==> config.mk <==
export PLATFORM = sky130hd
export DESIGN_NAME = maze_probe_flat
export DESIGN_NICKNAME = d
export VERILOG_FILES = /design/src/rtl/maze_pkg.sv /design/src/rtl/maze_probe_if.sv /design/src/rtl/tile_addr_calc.sv /design/src/rtl/maze_probe.sv /design/src/flat_wrapper.sv
export SDC_FILE = /design/constraint.sdc
export NUM_CORES = 1
export LEC_CHECK = 0
export CORE_ASPECT_RATIO = 1.25
export CORE_MARGIN = 5
export CORE_UTILIZATION = 55
export DETAILED_ROUTE_END_ITERATION = 7
export PLACE_DENSITY = 0.78
export SLEW_MARGIN = 40
export SYNTH_ARGS = -nofsm -noshare
export SYNTH_HDL_FRONTEND = slang
export SYNTH_SLANG_ARGS = --single-unit
==> constraint.sdc <==
create_clock -name Clk -period 5.75 [get_ports Clk]
set_clock_uncertainty 0.05 [all_clocks]
set_input_delay 1.15 -clock Clk [delete_from_list [all_inputs] [get_ports Clk]]
set_output_delay 1.15 -clock Clk [all_outputs]
set_load 0.02 [all_outputs]
==> src/rtl/maze_pkg.sv <==
// Shared constants, types and probe-point helper for the maze tile probes.
package maze_pkg;

    localparam int unsigned TILE_SHIFT = 4;
    localparam int unsigned MAP_COLS   = 26;
    localparam int unsigned MAP_ROWS   = 28;
    localparam int unsigned ADDR_W     = 10;
    localparam int unsigned COORD_W    = 10;
    localparam int unsigned PT_W       = 11;
    localparam int unsigned CODE_W     = 5;
    localparam int unsigned NUM_PROBES = 4;
    localparam int unsigned K_W        = 3;

    localparam logic [CODE_W-1:0] BLOCKED   = 5'h1F;
    localparam logic [CODE_W-1:0] TILE_OPEN = 5'd0;

    typedef enum logic [1:0] {PROBE_L, PROBE_R, PROBE_B, PROBE_T} probe_e;
    typedef enum logic [1:0] {IDLE, RUN, COMMIT} state_e;

    // Probe coordinates are two's-complement so underflow shows up as a set sign bit
    typedef struct packed {
        logic [PT_W-1:0] px;
        logic [PT_W-1:0] py;
    } point_t;

    function automatic point_t probe_point(input logic [COORD_W-1:0] x,
                                           input logic [COORD_W-1:0] y,
                                           input logic [COORD_W-1:0] s,
                                           input probe_e             p);
        logic [PT_W-1:0] xe;
        logic [PT_W-1:0] ye;
        logic [PT_W-1:0] se;
        point_t          pt;
        xe    = PT_W'(x);
        ye    = PT_W'(y);
        se    = PT_W'(s);
        pt.px = xe;
        pt.py = ye;
        case (p)
            PROBE_L: pt.px = xe - se - PT_W'(1);
            PROBE_R: pt.px = xe + se + PT_W'(1);
            PROBE_B: pt.py = ye + se + PT_W'(1);
            default: pt.py = ye - se - PT_W'(1);
        endcase
        return pt;
    endfunction

endpackage

==> src/rtl/maze_probe_if.sv <==
// Frame/position inputs, tile-ROM port and published wall codes of the maze probe.
interface maze_probe_if;

    logic                               frame_clk;
    logic                               restart;
    logic [maze_pkg::COORD_W-1:0]       BallX;
    logic [maze_pkg::COORD_W-1:0]       BallY;
    logic [maze_pkg::COORD_W-1:0]       BallS;
    logic [maze_pkg::ADDR_W-1:0]        rom_addr;
    logic [maze_pkg::CODE_W-1:0]        rom_data;
    logic [maze_pkg::CODE_W-1:0]        mapL;
    logic [maze_pkg::CODE_W-1:0]        mapR;
    logic [maze_pkg::CODE_W-1:0]        mapB;
    logic [maze_pkg::CODE_W-1:0]        mapT;
    logic                               busy;
    logic                               probe_done;

    modport master (
        output frame_clk, restart, BallX, BallY, BallS, rom_data,
        input  rom_addr, mapL, mapR, mapB, mapT, busy, probe_done
    );

    modport slave (
        input  frame_clk, restart, BallX, BallY, BallS, rom_data,
        output rom_addr, mapL, mapR, mapB, mapT, busy, probe_done
    );

endinterface

==> src/rtl/tile_addr_calc.sv <==
// Maps a pixel point to its tile-map ROM address and flags points outside the map.
module tile_addr_calc
    import maze_pkg::*;
(
    input  point_t            pt,
    output logic [ADDR_W-1:0] addr,
    output logic              in_range
);

    localparam int unsigned TW = PT_W - TILE_SHIFT;

    logic [TW-1:0] col;
    logic [TW-1:0] row;

    always_comb begin
        col      = pt.px[PT_W-1:TILE_SHIFT];
        row      = pt.py[PT_W-1:TILE_SHIFT];
        in_range = !pt.px[PT_W-1] && !pt.py[PT_W-1] &&
                   (col < TW'(MAP_COLS)) && (row < TW'(MAP_ROWS));
        addr     = ADDR_W'(row) * ADDR_W'(MAP_COLS) + ADDR_W'(col);
    end

endmodule

==> src/rtl/maze_probe.sv <==
// Per-frame wall probe: reads the four neighbouring tiles through a 1-cycle ROM
// and publishes all four codes together once the last read has landed.
module maze_probe
    import maze_pkg::*;
(
    input  logic         Clk,
    input  logic         Reset,
    maze_probe_if.slave  bus
);

    localparam logic [1:0] ST_IDLE   = 2'(IDLE);
    localparam logic [1:0] ST_RUN    = 2'(RUN);
    localparam logic [1:0] ST_COMMIT = 2'(COMMIT);

    logic fs1_q, fs1_d;
    logic fs2_q, fs2_d;
    logic fs3_q, fs3_d;

    logic [1:0]                          state_q, state_d;
    logic [K_W-1:0]                      k_q, k_d;
    logic [COORD_W-1:0]                  snap_x_q, snap_x_d;
    logic [COORD_W-1:0]                  snap_y_q, snap_y_d;
    logic [COORD_W-1:0]                  snap_s_q, snap_s_d;
    logic [ADDR_W-1:0]                   rom_addr_q, rom_addr_d;
    logic [NUM_PROBES-1:0]               range_q, range_d;
    logic [NUM_PROBES-1:0][CODE_W-1:0]   cap_q, cap_d;
    logic [NUM_PROBES-1:0][CODE_W-1:0]   map_q, map_d;
    logic                                busy_q, busy_d;
    logic                                done_q, done_d;

    logic              start_c;
    point_t            probe_pt_c;
    logic [1:0]        next_slot_c;
    logic [1:0]        cap_slot_c;
    logic [ADDR_W-1:0] calc_addr_c;
    logic              calc_in_range_c;

    // Point for the address issued on the next edge: live inputs when starting, snapshot afterwards
    always_comb begin
        if (state_q == ST_IDLE) begin
            next_slot_c = 2'(PROBE_L);
            probe_pt_c  = probe_point(bus.BallX, bus.BallY, bus.BallS, PROBE_L);
        end else begin
            next_slot_c = 2'(k_q + K_W'(1));
            probe_pt_c  = probe_point(snap_x_q, snap_y_q, snap_s_q, probe_e'(next_slot_c));
        end
    end

    tile_addr_calc u_addr (
        .pt       (probe_pt_c),
        .addr     (calc_addr_c),
        .in_range (calc_in_range_c)
    );

    always_comb begin
        fs1_d      = bus.frame_clk;
        fs2_d      = fs1_q;
        fs3_d      = fs2_q;
        start_c    = fs2_q & ~fs3_q;
        cap_slot_c = 2'(k_q - K_W'(1));

        state_d    = state_q;
        k_d        = k_q;
        snap_x_d   = snap_x_q;
        snap_y_d   = snap_y_q;
        snap_s_d   = snap_s_q;
        rom_addr_d = '0;
        range_d    = range_q;
        cap_d      = cap_q;
        map_d      = map_q;
        done_d     = 1'b0;

        case (state_q)
            ST_IDLE: begin
                if (start_c) begin
                    state_d              = ST_RUN;
                    k_d                  = '0;
                    snap_x_d             = bus.BallX;
                    snap_y_d             = bus.BallY;
                    snap_s_d             = bus.BallS;
                    range_d              = '0;
                    range_d[next_slot_c] = calc_in_range_c;
                    rom_addr_d           = calc_in_range_c ? calc_addr_c : '0;
                end
            end
            ST_RUN: begin
                // Data for the address issued last cycle is on rom_data now
                if (k_q != '0) begin
                    cap_d[cap_slot_c] = range_q[cap_slot_c] ? bus.rom_data : TILE_OPEN;
                end
                if (k_q < K_W'(NUM_PROBES - 1)) begin
                    range_d[next_slot_c] = calc_in_range_c;
                    rom_addr_d           = calc_in_range_c ? calc_addr_c : '0;
                end
                if (k_q == K_W'(NUM_PROBES)) begin
                    state_d = ST_COMMIT;
                end else begin
                    k_d = k_q + K_W'(1);
                end
            end
            ST_COMMIT: begin
                map_d   = cap_q;
                done_d  = 1'b1;
                state_d = ST_IDLE;
            end
            default: state_d = ST_IDLE;
        endcase

        // Restart wins over start and commit
        if (bus.restart) begin
            state_d    = ST_IDLE;
            k_d        = '0;
            rom_addr_d = '0;
            range_d    = '0;
            cap_d      = '0;
            map_d      = {NUM_PROBES{BLOCKED}};
            done_d     = 1'b0;
        end

        busy_d = (state_d != ST_IDLE);
    end

    always_ff @(posedge Clk) begin
        if (Reset) begin
            fs1_q      <= 1'b0;
            fs2_q      <= 1'b0;
            fs3_q      <= 1'b0;
            state_q    <= ST_IDLE;
            k_q        <= '0;
            snap_x_q   <= '0;
            snap_y_q   <= '0;
            snap_s_q   <= '0;
            rom_addr_q <= '0;
            range_q    <= '0;
            cap_q      <= '0;
            map_q      <= {NUM_PROBES{BLOCKED}};
            busy_q     <= 1'b0;
            done_q     <= 1'b0;
        end else begin
            fs1_q      <= fs1_d;
            fs2_q      <= fs2_d;
            fs3_q      <= fs3_d;
            state_q    <= state_d;
            k_q        <= k_d;
            snap_x_q   <= snap_x_d;
            snap_y_q   <= snap_y_d;
            snap_s_q   <= snap_s_d;
            rom_addr_q <= rom_addr_d;
            range_q    <= range_d;
            cap_q      <= cap_d;
            map_q      <= map_d;
            busy_q     <= busy_d;
            done_q     <= done_d;
        end
    end

    assign bus.rom_addr   = rom_addr_q;
    assign bus.mapL       = map_q[PROBE_L];
    assign bus.mapR       = map_q[PROBE_R];
    assign bus.mapB       = map_q[PROBE_B];
    assign bus.mapT       = map_q[PROBE_T];
    assign bus.busy       = busy_q;
    assign bus.probe_done = done_q;

endmodule

==> src/flat_wrapper.sv <==
// flat-port wrapper written by rule: the top's interface ports become plain ports
module maze_probe_flat import maze_pkg::*;
  (Clk, Reset, bus_frame_clk, bus_restart, bus_BallX, bus_BallY, bus_BallS, bus_rom_data, bus_rom_addr, bus_mapL, bus_mapR, bus_mapB, bus_mapT, bus_busy, bus_probe_done);
  maze_probe_if bus_i ();
  input  logic Clk;
  input  logic Reset;
  input wire logic [$bits(bus_i.frame_clk)-1:0] bus_frame_clk;
  input wire logic [$bits(bus_i.restart)-1:0] bus_restart;
  input wire logic [$bits(bus_i.BallX)-1:0] bus_BallX;
  input wire logic [$bits(bus_i.BallY)-1:0] bus_BallY;
  input wire logic [$bits(bus_i.BallS)-1:0] bus_BallS;
  input wire logic [$bits(bus_i.rom_data)-1:0] bus_rom_data;
  output wire logic [$bits(bus_i.rom_addr)-1:0] bus_rom_addr;
  output wire logic [$bits(bus_i.mapL)-1:0] bus_mapL;
  output wire logic [$bits(bus_i.mapR)-1:0] bus_mapR;
  output wire logic [$bits(bus_i.mapB)-1:0] bus_mapB;
  output wire logic [$bits(bus_i.mapT)-1:0] bus_mapT;
  output wire logic [$bits(bus_i.busy)-1:0] bus_busy;
  output wire logic [$bits(bus_i.probe_done)-1:0] bus_probe_done;
  assign bus_i.frame_clk = bus_frame_clk;
  assign bus_i.restart = bus_restart;
  assign bus_i.BallX = bus_BallX;
  assign bus_i.BallY = bus_BallY;
  assign bus_i.BallS = bus_BallS;
  assign bus_i.rom_data = bus_rom_data;
  assign bus_rom_addr = bus_i.rom_addr;
  assign bus_mapL = bus_i.mapL;
  assign bus_mapR = bus_i.mapR;
  assign bus_mapB = bus_i.mapB;
  assign bus_mapT = bus_i.mapT;
  assign bus_busy = bus_i.busy;
  assign bus_probe_done = bus_i.probe_done;
  maze_probe u_core (.Clk(Clk), .Reset(Reset), .bus(bus_i));
endmodule
==> flow_results.xml <==
<?xml version="1.0" encoding="UTF-8"?>
<metrics>
  <group name="drt">
    <metric name="routed-via-count" unit="">5991</metric>
    <metric name="vias_per_cell" unit="">5.991</metric>
    <metric name="postRouteAntennaNets" unit="">0</metric>
    <metric name="wirelength" unit="mm">18.02</metric>
    <metric name="dr.pass1.iters" unit="">5</metric>
    <metric name="route.detailed.drc" unit="">0</metric>
    <metric name="detailedRoute.firstIterationViolations" unit="">366</metric>
    <metric name="drt-wirelength-per-cell" unit="um">18.02</metric>
  </group>
  <group name="power">
    <metric name="power_density" unit="mW/mm^2">228.7</metric>
    <metric name="p_int" unit="mW">1.157</metric>
    <metric name="leakagePower" unit="nW">3.286</metric>
    <metric name="switching_share_of_total_power" unit="%">32.34</metric>
    <metric name="power_frac_clock" unit="%">34.7</metric>
    <metric name="share_seq_of_total_power" unit="%">39.2</metric>
    <metric name="combPwrFrac" unit="%">26.1</metric>
    <metric name="ir_worst_vdd" unit="uV">151.7</metric>
    <metric name="switching_power" unit="mW">0.5528</metric>
  </group>
  <group name="timing">
    <metric name="worst_slew_margin_rel" unit="%">45.40</metric>
    <metric name="max_freq" unit="MHz">189.0</metric>
    <metric name="timing_hold_violations_final" unit="">0</metric>
    <metric name="tightestPinTransition" unit="ns">0.8115</metric>
    <metric name="finalWorstSetupSlack" unit="ns">0.4583</metric>
    <metric name="final_slew_viol_count" unit="">0</metric>
    <metric name="grt_setup_unrepaired" unit="">false</metric>
    <metric name="holdWs" unit="ns">0.4028</metric>
    <metric name="period_share" unit="%">92.03</metric>
    <metric name="final_setup_violation_count" unit="">0</metric>
    <metric name="timing.setup.tns" unit="ns">0</metric>
    <metric name="period_needed" unit="ns">5.292</metric>
  </group>
  <group name="synth">
    <metric name="post-synth-top-area-fraction" unit="%">29.38</metric>
    <metric name="synth_most_common_cell" unit="">sky130_fd_sc_hd__nand2_1</metric>
    <metric name="synth_top_area_cell" unit="">sky130_fd_sc_hd__dfxtp_1</metric>
    <metric name="ys_ff_latch" unit="">94</metric>
    <metric name="synth_cell_type_count" unit="">68</metric>
    <metric name="syn_area" unit="sq mm">0.006406</metric>
    <metric name="synthesis.yosys.warnings" unit="">0</metric>
    <metric name="synth_top_flop_cell" unit="">sky130_fd_sc_hd__dfxtp_1</metric>
    <metric name="synth-edff-count" unit="">0</metric>
    <metric name="synth_cells" unit="">809</metric>
    <metric name="synthTopCellsByCount" unit="">sky130_fd_sc_hd__nand2_1, sky130_fd_sc_hd__dfxtp_1, sky130_fd_sc_hd__a21oi_1</metric>
    <metric name="synth.yosys.seq_area_share" unit="%">29.37</metric>
    <metric name="synth.top_cells.by_area" unit="">sky130_fd_sc_hd__dfxtp_1, sky130_fd_sc_hd__ha_1, sky130_fd_sc_hd__nand2_1</metric>
    <metric name="syn_nets" unit="">925</metric>
    <metric name="ys_async_sr_fraction" unit="%">0</metric>
    <metric name="synth_area_per_cell" unit="sq um">7.919</metric>
  </group>
  <group name="worst_setup_path">
    <metric name="critical_path.max_stage_delay" unit="ns">0.73</metric>
    <metric name="end_kind" unit="">flop</metric>
    <metric name="criticalPathCategory" unit="">reg -&gt; reg</metric>
    <metric name="critical_path_arrival" unit="ns">5.50</metric>
    <metric name="cp_cell_sequence" unit="">inv_1, ha_1, inv_1, a2111oi_0, a21oi_1, ha_1, fa_1, inv_1, fa_1, xnor2_1, ha_1, nand2_1, o21ai_0, nand3b_1, xnor2_1, nand2_1, nor4_1</metric>
    <metric name="critical_path.max_fanout" unit="">17</metric>
    <metric name="reg2reg_slack" unit="ns">0.46</metric>
    <metric name="worstRegToRegCells" unit="">17</metric>
    <metric name="cpMaxStageDelayCell" unit="">sky130_fd_sc_hd__ha_1</metric>
    <metric name="data_required_time_at_the_worst_endpoint" unit="ns">5.95</metric>
    <metric name="start_kind" unit="">flop</metric>
  </group>
  <group name="global_routing">
    <metric name="globalRouteOverflowTotal" unit="">0</metric>
    <metric name="use_met3" unit="%">4.079</metric>
    <metric name="grt_pass1_vias" unit="">6064</metric>
    <metric name="grt_use_met1" unit="%">28.50</metric>
    <metric name="grt_first_pass_wirelength" unit="mm">29.21</metric>
    <metric name="grt_start_max_net_pins" unit="">36</metric>
    <metric name="gr-usage-all-layers" unit="%">26.21</metric>
    <metric name="initial_antenna_violation_count" unit="">0</metric>
    <metric name="grt_use_met2" unit="%">48.56</metric>
    <metric name="grt_busiest_layer" unit="">met2</metric>
  </group>
  <group name="floorplan">
    <metric name="rows" unit="">44</metric>
    <metric name="initial_core_util" unit="%">55.68</metric>
    <metric name="boundaryPins" unit="">71</metric>
    <metric name="chipWidth" unit="um">106.5</metric>
    <metric name="die_h" unit="um">130.7</metric>
    <metric name="core_area" unit="sq mm">0.01151</metric>
    <metric name="dieArea" unit="sq mm">0.01392</metric>
  </group>
  <group name="cts">
    <metric name="htree_num_levels" unit="">3</metric>
    <metric name="postCtsSetupRepairBufs" unit="">0</metric>
    <metric name="clk_transition_reported_paths" unit="ns">0.07</metric>
    <metric name="hold_buffers_post_cts" unit="">0</metric>
    <metric name="ctsRootBufferMaster" unit="">sky130_fd_sc_hd__clkbuf_16</metric>
    <metric name="tritoncts" unit="">done</metric>
    <metric name="clock_insertion_delay_worst_skew" unit="ns">0.35</metric>
    <metric name="post_cts_sizing_count" unit="">0</metric>
    <metric name="numCtsBuffers" unit="">9</metric>
    <metric name="clock_sinks" unit="">94</metric>
    <metric name="longest_clk_path_bufs" unit="">2</metric>
  </group>
  <group name="placement">
    <metric name="post-place-ws" unit="ns">0.4869</metric>
    <metric name="routabilityCongestion" unit="">0.9461</metric>
    <metric name="io_buffer_count" unit="">70</metric>
    <metric name="detailed_place_hpwl" unit="mm">13.91</metric>
  </group>
  <group name="final_layout">
    <metric name="nets" unit="">973</metric>
    <metric name="drive_gt1_share" unit="%">4.872</metric>
    <metric name="core_util_final" unit="%">64.97</metric>
    <metric name="antennaDiodeCount" unit="">0</metric>
    <metric name="layout-area-overhead-vs-synth" unit="%">16.70</metric>
  </group>
  <group name="run_status">
    <metric name="status" unit="">complete, no violations</metric>
  </group>
  <group name="hold_path">
    <metric name="min_path_type" unit="">reg -&gt; reg</metric>
    <metric name="hold_depth" unit="">1</metric>
  </group>
  <group name="flow_run">
    <metric name="drv_cap" unit="">0</metric>
  </group>
</metrics>
==> layer usage <==
| metal | vias to the layer above | part of all wire, % |
|---|---|---|
| met4 | 0 | 5.0 |
| met2 | 215 | 50 |
| met5 | - | 0 |
| li1 | 2947 | - |
| met1 | 2774 | 40 |
| met3 | 55 | 4.8 |
==> power groups by stage <==
stage	clock network [mW]	registers, mW	logic (mW)
2_1_floorplan	0	0.681	0.319
5_1_grt	0.624	0.671	0.493
6_report	0.593	0.670	0.447
3_5_place_dp	0	0.685	0.437
4_1_cts	0.598	0.670	0.440
3_3_place_gp	0	0.685	0.417
==> critical path, delay by kind of cell, from the launching register on <==
family | cells | cell delay (ns)
buffers and inverters | 3 | 0.43
xor gates and xnor gates | 2 | 0.37
AOI/OAI and AO/OA | 3 | 0.92
and+or+nand+nor | 4 | 0.44
adders and majority gates | 5 | 2.41
DFF | 1 | 0.57
==> final timing paths <==
path | from | endpoint
setup reg to reg | u_core.k_q[0]$_SDFFE_PP0P_ | u_core.bus.rom_addr[9]$_SDFF_PP0_
hold / removal | u_core.fs1_q$_SDFF_PP0_ | u_core.fs2_q$_SDFF_PP0_
hold reg to reg | u_core.fs1_q$_SDFF_PP0_ | u_core.fs2_q$_SDFF_PP0_
setup / recovery | u_core.k_q[0]$_SDFFE_PP0P_ | u_core.bus.rom_addr[9]$_SDFF_PP0_
==> cell usage in the layout, fill, tap and decap left out, types with 3 or more instances in the layout <==
| master | Yosys | routed |
|---|---|---|
| sky130_fd_sc_hd__nor2b_1 | 8 | 8 |
| sky130_fd_sc_hd__xnor2_1 | 21 | 21 |
| sky130_fd_sc_hd__or4_1 | 4 | 4 |
| sky130_fd_sc_hd__nor4_1 | 15 | 15 |
| sky130_fd_sc_hd__clkbuf_16 | 0 | 9 |
| sky130_fd_sc_hd__a22oi_1 | 5 | 5 |
| sky130_fd_sc_hd__a221oi_1 | 7 | 7 |
| sky130_fd_sc_hd__nand2b_1 | 6 | 6 |
| sky130_fd_sc_hd__or3_1 | 4 | 4 |
| sky130_fd_sc_hd__nand4_1 | 3 | 3 |
| sky130_fd_sc_hd__a21oi_1 | 78 | 78 |
| sky130_fd_sc_hd__nand3_1 | 34 | 34 |
| sky130_fd_sc_hd__and3_1 | 3 | 3 |
| sky130_fd_sc_hd__a21o_1 | 12 | 12 |
| sky130_fd_sc_hd__o31ai_1 | 4 | 4 |
| sky130_fd_sc_hd__o21a_1 | 7 | 7 |
| sky130_fd_sc_hd__ha_1 | 72 | 72 |
| sky130_fd_sc_hd__nand4b_1 | 3 | 3 |
| sky130_fd_sc_hd__nand2_1 | 139 | 139 |
| sky130_fd_sc_hd__or2_2 | 3 | 3 |
| sky130_fd_sc_hd__o21ai_0 | 15 | 15 |
| sky130_fd_sc_hd__clkdlybuf4s50_1 | 0 | 70 |
| sky130_fd_sc_hd__buf_4 | 0 | 9 |
| sky130_fd_sc_hd__xor2_1 | 4 | 4 |
| sky130_fd_sc_hd__mux2_2 | 4 | 4 |
| sky130_fd_sc_hd__nor2_1 | 55 | 55 |
| sky130_fd_sc_hd__fa_1 | 5 | 5 |
| sky130_fd_sc_hd__dfxtp_1 | 94 | 94 |
| sky130_fd_sc_hd__and2_1 | 7 | 7 |
| sky130_fd_sc_hd__a2111oi_0 | 5 | 5 |
| sky130_fd_sc_hd__inv_1 | 49 | 49 |
| sky130_fd_sc_hd__nor3_1 | 16 | 16 |
| sky130_fd_sc_hd__mux2i_1 | 25 | 25 |
| sky130_fd_sc_hd__inv_6 | 0 | 3 |
| sky130_fd_sc_hd__o21bai_1 | 5 | 5 |
==> flip-flops by register name (all words and copies together), names as in the netlist <==
| register | cells |
|---|---|
| u_core.bus.mapB | 5 |
| u_core.snap_s_q | 10 |
| u_core.state_q | 2 |
| u_core.bus.probe_done | 1 |
| u_core.bus.mapR | 5 |
| u_core.bus.mapL | 5 |
| u_core.fs2_q | 1 |
| u_core.cap_q | 20 |
| u_core.bus.rom_addr | 10 |
| u_core.range_q | 4 |
| u_core.bus.busy | 1 |
| u_core.fs3_q | 1 |
| u_core.fs1_q | 1 |
| u_core.snap_x_q | 10 |
| u_core.k_q | 3 |
| u_core.snap_y_q | 10 |
| u_core.bus.mapT | 5 |
==> through the flow <==
| stage | cell area, sq um | total power, mW | cells |
|---|---|---|---|
| floorplan | 6406 | 0.9999 | 809 |
| global placement | 7183 | 1.101 | 984 |
| detailed placement | 7188 | 1.122 | 984 |
| CTS | 7476 | 1.708 | 1000 |
| global route | 7476 | 1.787 | 1000 |
| finish | 7476 | 1.709 | 1000 |
==> final cells by class <==
cell class              count  area [sq um]
well taps                 138         172.7
multi-input cells         623          4178
clock buffers               9         225.2
repair buffers             79         768.2
fillers                  1022          4030
inverters                  50         187.7
clock inverters             7         62.56
flip-flops and latches     94          1882
==> kinds of logic after synthesis <==
family	share of synthesized area [%]
and+or+nand+nor	22.89
xor gates and xnor gates	3.418
muxes	4.961
buffers and inverters	5.566
AOI/OAI and AO/OA	18.16
DFF	29.37
adders and majority gates	15.63
(Power assumes the default switching activity.)
